## src/rtl/vm_pkg.sv

```systemverilog
// Shared sizes, types and request checks for the vending-machine restock loader.
package vm_pkg;
  localparam int unsigned NUM_SLOTS = 6;
  localparam int unsigned SLOT_W    = 3;
  localparam int unsigned COUNT_W   = 4;
  localparam int unsigned COST_W    = 8;
  localparam int unsigned COUNT_MAX = 15;

  typedef logic [SLOT_W-1:0]  slot_t;
  typedef logic [COUNT_W-1:0] count_t;
  typedef logic [COST_W-1:0]  cost_t;

  typedef enum logic [1:0] {ST_IDLE, ST_CALC, ST_DRIVE, ST_GAP} ld_state_t;

  typedef struct packed {
    slot_t  slot;
    count_t qty;
    cost_t  cost;
    logic   add;
    logic   refresh;
  } ld_req_t;

  function automatic logic slot_ok(slot_t s);
    return s < SLOT_W'(NUM_SLOTS);
  endfunction

  // A set must carry a non-zero price; any request must name a real slot.
  function automatic logic req_reject(slot_t s, cost_t c, logic add);
    return !slot_ok(s) || (c == '0 && !add);
  endfunction
endpackage

```

## src/rtl/vm_shadow_table.sv

```systemverilog
// Shadow copy of per-slot count/cost with one write port and a sale-decrement
// port; a same-cycle write and sale to one slot commit as write-then-decrement.
module vm_shadow_table
  import vm_pkg::*;
(
  input  logic               clk,
  input  logic               rst,
  input  logic               wr_en,
  input  logic [SLOT_W-1:0]  wr_slot,
  input  logic [COUNT_W-1:0] wr_count,
  input  logic [COST_W-1:0]  wr_cost,
  input  logic               sold_valid,
  input  logic [SLOT_W-1:0]  sold_slot,
  input  logic [SLOT_W-1:0]  rd_slot,
  output logic [COUNT_W-1:0] rd_count,
  output logic [COST_W-1:0]  rd_cost,
  output logic [COUNT_W-1:0] rd_count_nxt,
  output logic [COST_W-1:0]  rd_cost_nxt,
  output logic               underflow
);
  count_t cnt_q  [NUM_SLOTS];
  cost_t  cost_q [NUM_SLOTS];
  count_t cnt_d  [NUM_SLOTS];
  cost_t  cost_d [NUM_SLOTS];
  logic   uf_d;
  logic   rd_ok;

  // Next table contents: write first, then apply the sale to the result.
  always_comb begin
    uf_d = underflow;
    for (int i = 0; i < NUM_SLOTS; i++) begin
      cnt_d[i]  = cnt_q[i];
      cost_d[i] = cost_q[i];
      if (wr_en && wr_slot == SLOT_W'(i)) begin
        cnt_d[i]  = wr_count;
        cost_d[i] = wr_cost;
      end
      if (sold_valid && sold_slot == SLOT_W'(i)) begin
        if (cnt_d[i] == '0) uf_d = 1'b1;
        else                cnt_d[i] = cnt_d[i] - COUNT_W'(1);
      end
    end
  end

  assign rd_ok        = slot_ok(rd_slot);
  assign rd_count     = rd_ok ? cnt_q[rd_slot]  : '0;
  assign rd_cost      = rd_ok ? cost_q[rd_slot] : '0;
  assign rd_count_nxt = rd_ok ? cnt_d[rd_slot]  : '0;
  assign rd_cost_nxt  = rd_ok ? cost_d[rd_slot] : '0;

  always_ff @(posedge clk) begin
    if (rst) begin
      for (int i = 0; i < NUM_SLOTS; i++) begin
        cnt_q[i]  <= '0;
        cost_q[i] <= '0;
      end
      underflow <= 1'b0;
    end else begin
      for (int i = 0; i < NUM_SLOTS; i++) begin
        cnt_q[i]  <= cnt_d[i];
        cost_q[i] <= cost_d[i];
      end
      underflow <= uf_d;
    end
  end
endmodule

```

## src/rtl/vm_restock_loader.sv

```systemverilog
// Restock loader: accepts host set/add/refresh requests, keeps the shadow
// table current and streams supplier records as DRIVE/GAP pairs.
module vm_restock_loader
  import vm_pkg::*;
(
  input  logic               clk,
  input  logic               rst,
  input  logic               req_valid,
  output logic               req_ready,
  input  logic [SLOT_W-1:0]  req_slot,
  input  logic [COUNT_W-1:0] req_qty,
  input  logic [COST_W-1:0]  req_cost,
  input  logic               req_add,
  input  logic               req_refresh,
  input  logic               sold_valid,
  input  logic [SLOT_W-1:0]  sold_slot,
  output logic [SLOT_W-1:0]  items,
  output logic [COUNT_W-1:0] count,
  output logic [COST_W-1:0]  cost,
  output logic               valid,
  output logic               busy,
  output logic               err,
  output logic               sat,
  output logic               underflow
);
  localparam count_t CNT_MAX = COUNT_W'(COUNT_MAX);

  ld_state_t state_q, state_d;
  ld_req_t   req_q, req_d;
  slot_t     ref_q, ref_d;
  slot_t     items_d;
  count_t    count_d;
  cost_t     cost_d;
  logic      valid_d, busy_d, err_d, sat_d, ready_d;

  slot_t            rd_slot;
  count_t           rd_count, rd_count_nxt;
  cost_t            rd_cost, rd_cost_nxt;
  logic             wr_en;
  count_t           wr_count;
  cost_t            wr_cost;
  logic             accept;
  logic [COUNT_W:0] sum_pred, sum_calc;

  assign accept   = req_valid && req_ready;
  assign sum_pred = {1'b0, rd_count_nxt} + {1'b0, req_qty};
  assign sum_calc = {1'b0, rd_count} + {1'b0, req_q.qty};

  vm_shadow_table u_table (
    .clk          (clk),
    .rst          (rst),
    .wr_en        (wr_en),
    .wr_slot      (req_q.slot),
    .wr_count     (wr_count),
    .wr_cost      (wr_cost),
    .sold_valid   (sold_valid),
    .sold_slot    (sold_slot),
    .rd_slot      (rd_slot),
    .rd_count     (rd_count),
    .rd_cost      (rd_cost),
    .rd_count_nxt (rd_count_nxt),
    .rd_cost_nxt  (rd_cost_nxt),
    .underflow    (underflow)
  );

  // Table port steering; kept apart from the FSM so it never reads rd_*_nxt.
  always_comb begin
    rd_slot  = req_slot;
    wr_en    = 1'b0;
    wr_count = '0;
    wr_cost  = '0;
    case (state_q)
      ST_CALC: begin
        rd_slot = req_q.refresh ? '0 : req_q.slot;
        if (!req_q.refresh && !req_reject(req_q.slot, req_q.cost, req_q.add)) begin
          wr_en    = 1'b1;
          wr_count = !req_q.add                  ? req_q.qty :
                     (sum_calc > {1'b0, CNT_MAX}) ? CNT_MAX   : sum_calc[COUNT_W-1:0];
          wr_cost  = (!req_q.add || rd_cost == '0) ? req_q.cost : rd_cost;
        end
      end
      ST_GAP:  rd_slot = ref_q;
      default: ;
    endcase
  end

  // Next state and output-register values; err/sat are decided at acceptance
  // so their pulses land in the CALC cycle.
  always_comb begin
    state_d = state_q;
    req_d   = req_q;
    ref_d   = ref_q;
    items_d = items;
    count_d = count;
    cost_d  = cost;
    err_d   = 1'b0;
    sat_d   = 1'b0;
    case (state_q)
      ST_IDLE: begin
        if (accept) begin
          state_d = ST_CALC;
          req_d   = '{slot: req_slot, qty: req_qty, cost: req_cost,
                      add: req_add, refresh: req_refresh};
          ref_d   = '0;
          if (!req_refresh) begin
            err_d = req_reject(req_slot, req_cost, req_add);
            sat_d = !err_d && req_add && (sum_pred > {1'b0, CNT_MAX});
          end
        end
      end
      ST_CALC: begin
        state_d = ST_DRIVE;
        if (!req_q.refresh && req_reject(req_q.slot, req_q.cost, req_q.add)) begin
          state_d = ST_IDLE;
        end else begin
          items_d = rd_slot;
          count_d = rd_count_nxt;
          cost_d  = rd_cost_nxt;
          ref_d   = SLOT_W'(1);
        end
      end
      ST_DRIVE: state_d = ST_GAP;
      ST_GAP: begin
        if (req_q.refresh && slot_ok(ref_q)) begin
          state_d = ST_DRIVE;
          items_d = ref_q;
          count_d = rd_count_nxt;
          cost_d  = rd_cost_nxt;
          ref_d   = ref_q + SLOT_W'(1);
        end else begin
          state_d = ST_IDLE;
        end
      end
      default: state_d = ST_IDLE;
    endcase
    valid_d = (state_d == ST_DRIVE);
    busy_d  = (state_d != ST_IDLE);
    ready_d = (state_d == ST_IDLE);
  end

  always_ff @(posedge clk) begin
    if (rst) begin
      state_q   <= ST_IDLE;
      req_q     <= '0;
      ref_q     <= '0;
      items     <= '0;
      count     <= '0;
      cost      <= '0;
      valid     <= 1'b0;
      busy      <= 1'b0;
      err       <= 1'b0;
      sat       <= 1'b0;
      req_ready <= 1'b1;
    end else begin
      state_q   <= state_d;
      req_q     <= req_d;
      ref_q     <= ref_d;
      items     <= items_d;
      count     <= count_d;
      cost      <= cost_d;
      valid     <= valid_d;
      busy      <= busy_d;
      err       <= err_d;
      sat       <= sat_d;
      req_ready <= ready_d;
    end
  end
endmodule
```

## config.mk

```make
export PLATFORM = sky130hd
export DESIGN_NAME = vm_restock_loader
export DESIGN_NICKNAME = d
export VERILOG_FILES = /design/src/rtl/vm_pkg.sv /design/src/rtl/vm_shadow_table.sv /design/src/rtl/vm_restock_loader.sv
export SDC_FILE = /design/constraint.sdc
export NUM_CORES = 1
export LEC_CHECK = 0
export CORE_ASPECT_RATIO = 1.25
export CORE_MARGIN = 4
export CORE_UTILIZATION = 40
export CTS_CLUSTER_DIAMETER = 60
export CTS_CLUSTER_SIZE = 8
export DETAILED_ROUTE_END_ITERATION = 8
export PLACE_DENSITY_LB_ADDON = 0.2
export SYNTH_ARGS = -nofsm -noshare
export SYNTH_HDL_FRONTEND = slang
export SYNTH_SLANG_ARGS = --single-unit
```

## constraint.sdc

```tcl
create_clock -name clk -period 7 [get_ports clk]
set_input_delay 1.4 -clock clk [delete_from_list [all_inputs] [get_ports clk]]
set_output_delay 1.4 -clock clk [all_outputs]
set_load 0.05 [all_outputs]
```

Word level (Yosys, flattened, before mapping)
Memories as Yosys holds them, arrays and structs flattened. Index checks and enable logic that the tools add are counted. Widths: inputs -> output; s select.

Eq/ne operators: 17. Add/sub/neg operators: 9. Bitwise gates (word level): 15. Reductions and logical operators: 50. Order comparisons: 7. Mux-type cells: 89.

Operators with widths (number): $mux 8 (21); $mux 4 (34); $bmux 8 s3 (1); $logic_not 4->1 (6); $logic_not 8->1 (3); $sub 4x1->4 const B (6); $logic_and 1x1->1 (20); $mux 3 (6); $mux 1 (17); $pmux 8 s2 (1); $bmux 4 s3 (1); $eq 3x2->1 const B (4); $eq 3x3->1 const B (4); $lt 3x3->1 const B (4); $or 1x1->1 (12); $pmux 3 s2 (2); $add 4x4->5 (2); $gt 5x4->1 const B (2); $pmux 3 s3 (1); $pmux 2 s4 (1); $pmux 4 s2 (1); $logic_not 1->1 (7); $eq 2x2->1 const B (3); $eq 3x1->1 const B (2); 16 further kinds (26).

Bits of input ports: 24. Memories: 2. Word-level logic and storage cells: 205. RAM bits: 72. Register bits: 43.

Memory list: u_table.cost_q (words 6, bits a word 8, rd ports 7, clocked after memory_dff 0, wr ports 6, RTL line vm_shadow_table.sv:22) `cost_t cost_q [NUM_SLOTS];`; u_table.cnt_q (words 6, bits a word 4, rd ports 7, clocked after memory_dff 0, wr ports 6, RTL line vm_shadow_table.sv:21) `count_t cnt_q [NUM_SLOTS];`.

Logic depth before layout (Yosys ltp)
Gate-level depths: netlist of the first run.

Depth in word-level cells: 24. Mapped depth: 27. Gate-level depth less buffers: 23.

Modules after synthesis
From an unflattened synthesis of the first run, not the netlist that was laid out.

Cell total of the unflattened synthesis: 896. Area, all modules: 7048.0 sq um.

By module, submodules not included: vm_shadow_table (area an instance 4883.4 sq um, instances 1, cells each 625); vm_restock_loader (area an instance 2164.6 sq um, instances 1, cells each 271).

Worst setup path after synthesis of the first run
No wires, ideal clock.

Path type: input port to flip-flop. Start: input req_slot[0]. End: register sat. Required time: 6.884 ns. Path buffers: 3. Setup slack: 0.252 ns. Data arrival time: 6.632 ns. Cell stages on the path: 24. Cell sequence: nor2_1 > a21oi_2 > buf_2 > buf_1 > buf_1 > mux2i_1 > o21ai_0 > ha_1 > fa_1 > a21oi_1 > o21ai_1 > o221a_2 > mux2i_1 > ha_1 > nand2_1 > o21ai_0 > xnor2_1 > nor2_1 > or4b_1 > ha_1 > fa_1 > a21o_1 > a21oi_1 > nor3_1.

Cells in the longest elaborated chain, start to end: 20. Elaborated cells between the ends (all ways): 53. Classes of those cells: add/sub (8); order compare (4); mux (28); bitwise (1); reduce/logical (11); memory (1).

Ends and longest elaborated chain: start: declaration (RTL line vm_restock_loader.sv:10) `input logic [SLOT_W-1:0] req_slot,`; $pmux 3 s2 (RTL line vm_restock_loader.sv:72) `case (state_q)`; $mem_v2 6x4 / $lt 3x3->1 (equally long branches); $mux 4 (RTL line vm_shadow_table.sv:46) `assign rd_count = rd_ok ? cnt_q[rd_slot] : '0;`; $add 4x4->5 (RTL line vm_restock_loader.sv:47) `assign sum_calc = {1'b0, rd_count} + {1'b0, req_q.qty};`; $gt 5x4->1 (RTL line vm_restock_loader.sv:78) `(sum_calc > {1'b0, CNT_MAX}) ? CNT_MAX : sum_calc[COUNT_W-1:0];`; $mux 4 (RTL line vm_restock_loader.sv:78); $mux 4 (RTL line vm_restock_loader.sv:77) `wr_count = !req_q.add ? req_q.qty :`; $mux 4 (RTL line vm_restock_loader.sv:75) `if (!req_q.refresh && !req_reject(req_q.slot, req_q.cost, req_q.add)) begin`; (+3 left out); $mux 4 (RTL line vm_shadow_table.sv:39) `if (cnt_d[i] == '0) uf_d = 1'b1;`; $mux 4 (RTL line vm_shadow_table.sv:38) `if (sold_valid && sold_slot == SLOT_W'(i)) begin`; $bmux 4 s3 (RTL line vm_shadow_table.sv:48) `assign rd_count_nxt = rd_ok ? cnt_d[rd_slot] : '0;`; $mux 4 (not written as such) (2 in a row) (RTL line vm_shadow_table.sv:48); $mux 4 (RTL line vm_shadow_table.sv:48); $add 4x4->5 (RTL line vm_restock_loader.sv:46) `assign sum_pred = {1'b0, rd_count_nxt} + {1'b0, req_qty};`; $gt 5x4->1 (RTL line vm_restock_loader.sv:107) `sat_d = !err_d && req_add && (sum_pred > {1'b0, CNT_MAX});`; $logic_and 1x1->1 * (RTL line vm_restock_loader.sv:107); end signal: assignment (RTL line vm_restock_loader.sv:164) `sat <= sat_d;`; end: declaration (RTL line vm_restock_loader.sv:23) `output logic sat,`.

Every way passes the cells marked *; elsewhere a longest branch is shown, timed or not. The select of a mux whose other input is x is not followed. A chain may end at the register's enable or synchronous reset.

Worst setup path in the final report of the first run
Same ends and word-level chain as after synthesis.

==> reports/metrics.yaml, run 1 <==
outcome: "completed"
synth_xor_area_share_pct: 1.00
fmax_mhz: 151
crit_fanout: 5
grt_pass1_wl_mm: 38.2
worstHoldPathType: "reg -> reg"
ys_seq_elements: 115
p_clk_share_pct: 40.7
vias: 7078
area_growth_pct: 20.1
cts-root-buf: "clkbuf_16"
switchingPower_mw: 0.738
syn-num-nets: 934
internal_power_mw: 1.45
wl_per_cell_um: 20.7
cts.path.max_buffers: 2
dpl-instance-area_sq_um: 7810
h-tree-depth: 4
numPortBuffers: 44
tightest_slew_ns: 1.14
relSlewSlack_pct: 22.8
drive_gt1_share_pct: 12.2
setup-tns-final_ns: 0
grt_overflow_total: 0
hold_viol_final: 0
die_h_um: 156
grt_max_degree: 75
fp-row-count: 53
utilization_pct: 49.5
critPathKind: "in -> reg"
finalInstanceArea_sq_um: 8410
cts_setup_buffers: 0
rsz0062_at_grt: "false"
drc_errors: 0
drtAntennaViolNets: 0
gp_congestion: 0.923
initial_core_util_pct: 41.2
netlist_instances: 894
maxCapViolations: 0
slew_violations: 0
cts_resized: 0
path_clk_slew_ns: 0.05
synth_edf_count: 0
synth_compound_area_share_pct: 24.7
layout.nets: 980
seq_area_sq_um: 2300
slowest_stage: "or4b_1"
ys.flop_type: "dfxtp_1"
layout_common_cells: "147 x nand2_1, 115 x dfxtp_1, 100 x nor2_1, 86 x a21oi_1"
crit_path_max_incr_delay_ns: 0.53
drt_wl_total_mm: 24.2
grt.total_usage_pct: 24.8
p_per_area_nw_per_um2: 260
leakage_nw: 3.05
holdBufCountCts: 0
muxShareOfSynthArea_pct: 10.5
fill_cells: 1740
yosys_warnings: 0
synth-simple-area-share_pct: 23.7
yosys-top-cells-area: "dfxtp_1 33%, nand2_1 7.9%, a21oi_1 6.2%"
pin_count: 45
core-area_sq_um: 17000
drt_first_iter_violations: 657
whs_ns: 0.461
multi_input_area_sq_um: 4430
cp-start-kind: "input port"
synth_top_family_by_area: "compound AO/OA/AOI/OAI gates"
die_x_um: 126
viasPerCell: 6.04
path_cells: "clkdlybuf4s50_1, nor2_1, a21oi_4, mux4_2, nand2_1, o21ai_0, ha_1, fa_1, a21oi_1, o21ai_1, o221a_2, mux2i_1, ha_1, nand2_1, o21a_1, xor2_1, o22ai_1, or4b_1, ha_1, fa_1, a21o_1, a21oi_1, nor3_1"
finClkSkew_ns: 0.0149
seq_area_frac_synth_pct: 32.9
end_kind: "flop"
cp.arrival_ns: 6.92
die-area_sq_um: 19700
worst_path_most_repeated_cell: "ha_1"
antenna_cells: 0
synth_area_sq_um: 7000
finalCritPeriodShare_pct: 94.3
syn-mean-instance-area_sq_um: 7.83
switching_share_pct: 33.7
dp_hpwl_mm: 17.7
seqPwrFrac_pct: 33.7
synthAdderAreaFrac_pct: 3.07
yosysTopAreaCell: "dfxtp_1"
cts.sinks: 115
synth_cell_types: 79
cts_tree: "yes"
insertion_delay_ns: 0.43
drtPass1Iterations: 5
ys_async_sr_fraction_pct: 0
cts_made_buffers: 17
setup_viol: 0
first_global_vias: 6864
irDropWorstVdd_mv: 0.182
final_common_cell: "nand2_1"
antenna_found_initial: 0
synth_top_area_share_pct: 32.9
required_ns: 7.32
period_needed_ns: 6.60
power_frac_comb_pct: 25.6
## per-stage QoR
stage	power [mW]	instances	worst slack [ns]
3_3_place_gp	1.30	1141	0.0882
6_report	2.19	1172	0.399
2_1_floorplan	1.10	894	0.252
3_5_place_dp	1.30	1141	0.0234
5_1_grt	2.27	1172	0.0426
4_1_cts	2.19	1172	0.416
## power by group through the flow
stage | clock network, mW | logic [mW] | registers, mW
6_report | 0.890 | 0.560 | 0.736
5_1_grt | 0.930 | 0.597 | 0.741
4_1_cts | 0.898 | 0.553 | 0.735
3_5_place_dp | 0 | 0.549 | 0.749
3_3_place_gp | 0 | 0.549 | 0.749
2_1_floorplan | 0 | 0.330 | 0.775
## flip-flops by register name (all words and copies together), names as in the netlist
register and count:
u_table.cost_q 48, items 3, err 1, state_q 2
cost 8, busy 1, u_table.underflow 1, valid 1
req_ready 1, sat 1, req_q 17, count 4
u_table.cnt_q 24, ref_q 3
## critical path: cells and delay by family
family          cells  cell delay (ns)
simple gates        5             0.85
buf+inv             1             0.51
compound gates      9             1.63
mux                 2             0.77
fa+ha+maj           5             1.52
xor+xnor            1             0.23
## worst paths after layout
kind                            slack (ns)         from        to  cells past startpoint
worst max register to register        1.00   state_q[1]       sat                     22
worst max-delay path                  0.40  req_slot[0]       sat                     23
worst min-delay path                  0.46     items[0]  items[0]                      2
worst min register to register        0.46     items[0]  items[0]                      2
## area by class of cell
cell class	instances	share of cell area, %
Multi-Input combinational cell	707	52.7
Sequential cell	115	27.4
Timing Repair Buffer	86	8.96
Clock buffer	21	5.48
Tap cell	220	3.27
Clock inverter	10	1.58
Inverter	13	0.580
## synth_stat cells, types with 10 or more instances
cell and instances:
inv_1 12, ha_1 14, nor3_1 18, dfxtp_1 115, o21ai_0 29, nor2_1 100, a21oi_1 87, mux2i_1 41
nand2_1 147, nand3_1 23, nand4_1 10, o22ai_1 11, clkbuf_1 46, mux2_2 13, a211oi_1 28, nor2b_1 16
## cells by family after synthesis
family / count (synthesis)
compound gates: 254
xor+xnor: 8
fa+ha+maj: 16
buf+inv: 72
flops: 115
mux: 62
simple gates: 367
## metal layers
metal	vias to the layer above	routed length [um]	global-route usage (%)
li1	3353	-	-
met1	3363	9920	30.1
met2	289	11800	42.1
met3	73	1410	4.21
met4	0	1130	13.1
met5	-	0	0
No activity file was read; power rests on OpenSTA's default activity.
==> inputs of run 2 (changes only) <==
CORE_UTILIZATION = 54   (was 40)
GPL_TIMING_DRIVEN = 1   (was default)
SKIP_CTS_REPAIR_TIMING = 1   (was default)
==> reports/metrics.yaml, run 2 (synthesis gave the netlist of run 1 again) <==
finalCritPeriodShare_pct: 95.7  # +1.4 points
drt_first_iter_violations: 765  # +16%
core-area_sq_um: 12700  # -25%
timing.rr.end: "sat"
first_global_vias: 7098  # +3.4%
cts.path.max_buffers: 2  # unchanged
worst_path_most_repeated_cell: "ha_1"
outcome: "completed"
grt_overflow_total: 0  # unchanged
vias: 7317  # +3.4%
setup-tns-final_ns: 0  # unchanged
dp_slack_ns: -0.0803  # -0.104 ns
die_x_um: 110  # -13%
cts_made_buffers: 17  # unchanged
dp_hpwl_mm: 17.9  # +0.72%
r2r-start: "state_q[1]"
area_growth_pct: 19.8
grt_pass1_wl_mm: 38.5  # +0.83%
layout.nets: 984  # +0.41%
die-area_sq_um: 14900  # -25%
finalInstanceArea_sq_um: 8380  # -0.27%
tightest_slew_ns: 1.10  # -0.0395 ns
grt.total_usage_pct: 34.2  # +9.4 points
crit_fanout: 6  # +1
antenna_found_initial: 0  # unchanged
pin_count: 45  # unchanged
leakage_nw: 3.06  # +0.59%
final_common_cell: "nand2_1"
drc_errors: 0  # unchanged
path_clk_slew_ns: 0.05  # about the same
dpl-instance-area_sq_um: 7780  # -0.45%
cts.sinks: 115  # unchanged
placed_cells: 1093  # -4.2%
cts_tree: "yes"
gp_congestion: 1.01  # +9.6%
path_cells: "clkdlybuf4s50_1, nor2_1, a21oi_4, mux4_2, nand2_1, o21ai_0, ha_1, fa_1, a21oi_1, o21ai_1, o221a_2, mux2i_1, ha_1, nand4_1, and2_1, xor2_1, o22ai_1, or4b_1, ha_1, fa_1, a21o_1, a21oi_1, nor3_1"
setup_viol: 0  # unchanged
h-tree-depth: 4  # unchanged
required_ns: 7.31  # about the same
drive_gt1_share_pct: 12.5  # +0.35 points
grt_max_degree: 76  # +1.3%
relSlewSlack_pct: 26.3  # +3.4 points
slowest_stage: "or4b_1"
cp.arrival_ns: 7.01  # +0.09 ns
maxCapViolations: 0  # unchanged
viasPerCell: 6.50  # +7.7%
wl_per_cell_um: 21.8  # +5.2%
layoutNonFillerInstCount: 1125  # -4.0%
reg.largest.list: "u_table.cost_q (48), u_table.cnt_q (24), req_q (17)"
numPortBuffers: 44  # unchanged
worstHoldPathType: "reg -> reg"
cp-start-kind: "input port"
initial_core_util_pct: 55.0  # +14 points
largest_reg_flops: 48  # unchanged
irDropWorstVdd_mv: 0.149  # -18%
slew_violations: 0  # unchanged
fp-row-count: 46  # -13%
layout_common_cells: "147 x nand2_1, 115 x dfxtp_1, 100 x nor2_1, 86 x a21oi_1, 47 x buf_4"
insertion_delay_ns: 0.43  # about the same
die_h_um: 135  # -13%
largest-register: "u_table.cost_q"
drtAntennaViolNets: 0  # unchanged
p_per_area_nw_per_um2: 263  # +1.0%
hold_viol_final: 0  # unchanged
crit_path_end: "sat"
rsz0062_at_grt: "false"
crit_path_max_incr_delay_ns: 0.59  # +0.06 ns
end_kind: "flop"
fmax_mhz: 149  # -1.5%
finClkSkew_ns: 0.00758  # -0.00734 ns
cts-root-buf: "clkbuf_16"
reg2reg_depth: 22  # unchanged
min_from: "items[1]"
setup_slack_ns: 0.301  # -0.0985 ns
power.total_mw: 2.20  # +0.72%
critPathKind: "in -> reg"
drtPass1Iterations: 8  # +3
r2r_slack_ns: 0.85  # -0.15 ns
drt_wl_total_mm: 24.5  # +0.97%
period_needed_ns: 6.70  # +0.0985 ns
antenna_cells: 0  # unchanged
startpoint: "req_slot[0]"
-- run 2: area by class of cell --
cell class / instances / area (sq um)
clock buffer: 23 / 478
clock inverter: 9 / 128
fill: 1134 / 4340
inverter: 13 / 48.8
multi-input combinational: 707 / 4430
sequential: 115 / 2300
tap: 168 / 210
timing repair buffer: 90 / 783
-- run 2: how the worst min path moves through the flow --
stage / slack [ns] / to / cells after the start
after global placement: 0.45 / items[1] / 2
final: 0.47 / items[1] / 2
after global routing: 0.49 / items[1] / 2
after floorplan: 0.44 / u_table.cost_q[3][1] / 2
after CTS: 0.47 / items[1] / 2
after detailed placement: 0.46 / items[1] / 2
-- run 2: through the flow --
stage	hold WS [ns]	utilization, %
after floorplan	0.436	-
after global placement	0.449	61.2
after detailed placement	0.464	61.2
after CTS	0.471	65.9
after global routing	0.492	65.9
final	0.467	65.9
-- run 2: worst max-delay path, delay by kind of cell --
| family | cells | cell delay, ns |
|---|---|---|
| buffers and inverters | 1 | 0.50 |
| AOI/OAI and AO/OA | 8 | 1.50 |
| muxes | 2 | 0.83 |
| and+or+nand+nor | 6 | 1.13 |
| adders and majority gates | 5 | 1.47 |
| xor gates and xnor gates | 1 | 0.18 |
-- run 2: metal layers --
metal,part of all wire (%),global-route usage (%),wire [um],vias to the layer above
met5,0,0,0,-
met4,6.8,21.3,1660,0
met3,7.8,7.73,1910,119
met2,48,55.7,11800,404
met1,37,40.2,9120,3434
li1,-,-,-,3360
-- run 2: power by group --
group	switching [mW]	internal, mW	total (mW)
Combinational	0.374	0.189	0.563
Clock	0.312	0.585	0.898
Sequential	0.0531	0.690	0.743
Total	0.739	1.46	2.20
==> inputs of run 3 (changes only) <==
CORE_UTILIZATION = 60   (was 54)
clock period = 7.7 ns   (was 7 ns; I/O delays follow)
==> reports/metrics.yaml, run 3 (synthesis gave the netlist of run 1 again) <==
cts-root-buf: "clkbuf_16"
irDropWorstVdd_mv: 0.146  # -2.1%
seqPwrFrac_pct: 33.6  # about the same
slowest_stage: "or4b_1"
whs_path_depth: 2  # unchanged
initial_core_util_pct: 62.3  # +7.2 points
largest_reg_flops: 48  # unchanged
end_kind: "flop"
drtPass1Iterations: 8  # unchanged
critPathBufInv: 3  # +2
largest-register: "u_table.cost_q"
first_global_vias: 7373  # +3.9%
drc_errors: 0  # unchanged
area_growth_pct: 17.5
period_needed_ns: 7.32
power.total_mw: 1.99  # -9.4%
leakage_nw: 3.00  # -2.0%
switching_share_pct: 34.0  # +0.39 points
required_ns: 8.01  # +0.70 ns
drive_gt1_share_pct: 11.1  # -1.4 points
whs_ns: 0.467  # -0.000347 ns
layout.nets: 969  # -1.5%
slew_violations: 0  # unchanged
wl_per_cell_um: 23.3  # +7.1%
h-tree-depth: 4  # unchanged
utilization_pct: 73.2  # +7.2 points
internal_power_mw: 1.32  # -10%
path_clk_slew_ns: 0.05  # about the same
fill_cells: 846  # -25%
layout_common_cells: "147 x nand2_1, 115 x dfxtp_1, 100 x nor2_1, 86 x a21oi_1, 43 x clkdlybuf4s50_1"
numPortBuffers: 44  # unchanged
die_x_um: 105  # -4.8%
setup_slack_ns: 0.382  # +0.0811 ns
path_cells: "clkdlybuf4s50_1, nor2_1, a21oi_4, buf_4, mux4_2, nand2_1, o21ai_0, fa_1, a21oi_1, o21ai_1, o221a_2, mux2i_1, ha_1, nand2_1, o21ai_0, buf_4, xnor2_1, nor2_1, or4b_1, ha_1, fa_1, a21o_1, a21oi_1, nor3_1"
cts.path.max_buffers: 2  # unchanged
use_met1_pct: 41.7  # +1.6 points
outcome: "completed"
reg.largest.list: "u_table.cost_q (48), u_table.cnt_q (24), req_q (17)"
hold_viol_final: 0  # unchanged
min_from: "items[0]"
finalCritPeriodShare_pct: 95.0
maxCapViolations: 0  # unchanged
relSlewSlack_pct: 26.4  # +0.16 points
die_h_um: 129  # -4.8%
grt_pass1_wl_mm: 38.8  # +0.75%
met3_usage_pct: 7.38  # -0.35 points
worstHoldPathType: "reg -> reg"
crit_path_max_incr_delay_ns: 0.61  # +0.02 ns
finClkSkew_ns: 0.00598  # -0.00160 ns
drt_wl_total_mm: 25.1  # +2.5%
setup-tns-final_ns: 0  # unchanged
crit_fanout: 9  # +3
cts.sinks: 115  # unchanged
antenna_cells: 0  # unchanged
reg2reg_depth: 23  # +4.5%
p_per_area_nw_per_um2: 242  # -7.7%
die-area_sq_um: 13500  # -9.4%
p_clk_share_pct: 40.6  # about the same
cp.arrival_ns: 7.63  # +0.62 ns
finalInstanceArea_sq_um: 8230  # -1.9%
fp-row-count: 43  # -6.5%
setup_viol: 0  # unchanged
dpl-instance-area_sq_um: 7620  # -2.0%
power_frac_comb_pct: 25.8  # +0.3 points
dp_hpwl_mm: 17.9  # +0.38%
crit_family: "compound AO/OA/AOI/OAI gates"
critPathKind: "in -> reg"
placed_cells: 1045  # -4.4%
cts_tree: "yes"
viasPerCell: 7.00  # +7.6%
grt_max_degree: 80  # +5.3%
worstHoldEndpoint: "items[0]"
grt.total_usage_pct: 37.0  # +2.9 points
drtAntennaViolNets: 0  # unchanged
cp-start-kind: "input port"
vias: 7539  # +3.0%
pin_count: 45  # unchanged
cts_made_buffers: 17  # unchanged
busiest_layer: "met2"
startpoint: "req_slot[0]"
grt_overflow_total: 0  # unchanged
dp_slack_ns: -0.0516  # +0.0287 ns
use_met2_pct: 60.2  # +4.5 points
layoutNonFillerInstCount: 1077  # -4.3%
drt_first_iter_violations: 894  # +17%
r2r_slack_ns: 1.18  # +0.33 ns
gp_congestion: 0.996  # -1.6%
switchingPower_mw: 0.677  # -8.4%
rsz0062_at_grt: "false"
final_common_cell: "nand2_1"
fmax_mhz: 137
insertion_delay_ns: 0.42  # about the same
r2r-start: "state_q[1]"
antenna_found_initial: 0  # unchanged
core-area_sq_um: 11200  # -12%
tightest_slew_ns: 1.10  # -0.00388 ns
timing.rr.end: "sat"
==> run 3: changes by cell type in the layout (fill, tap and decap cells not counted), sizes merged <==
cell,before,now
clkinv,4,5
buf,47,32
clkinvlp,3,2
==> run 3: how the worst max path moves through the flow <==
stage,end,slack [ns],cells past startpoint
2_1_floorplan,sat,0.81,24
3_3_place_gp,sat,0.10,22
3_5_place_dp,sat,-0.05,22
4_1_cts,sat,0.34,22
5_1_grt,sat,0.05,24
6_report,sat,0.38,24
==> run 3: power groups by stage <==
stage	clock network, mW	registers [mW]	logic (mW)
after detailed placement	0	0.680	0.495
after floorplan	0	0.704	0.300
after global routing	0.837	0.673	0.539
final	0.809	0.670	0.515
after global placement	0	0.678	0.486
after CTS	0.809	0.668	0.500
==> run 3: final cells by class <==
| type | count | area (sq um) | share of cell area [%] |
|---|---|---|---|
| multi-input combinational | 707 | 4440 | 54.0 |
| sequential | 115 | 2300 | 28.0 |
| timing repair buffer | 75 | 671 | 8.15 |
| clock buffer | 23 | 468 | 5.69 |
| tap | 135 | 169 | 2.05 |
| clock inverter | 9 | 129 | 1.57 |
| inverter | 13 | 48.8 | 0.593 |
==> run 3: worst reg2reg max path: stages (launching register included) <==
cell	delay, ns
dfxtp_1	0.51
or3b_1	0.52
a21oi_4	0.42
buf_4	0.22
mux4_2	0.48
nand2_1	0.07
o21ai_0	0.15
fa_1	0.49
a21oi_1	0.17
o21ai_1	0.19
o221a_2	0.36
mux2i_1	0.30
ha_1	0.27
nand2_1	0.07
o21ai_0	0.20
buf_4	0.17
xnor2_1	0.14
nor2_1	0.05
or4b_1	0.61
ha_1	0.24
fa_1	0.37
a21o_1	0.17
a21oi_1	0.16
nor3_1	0.07
==> run 3: layer usage <==
layer	wire length, um	up-vias
met4	2310	0
met1	8820	3542
met2	11500	501
li1	-	3333
met5	0	-
met3	2420	163
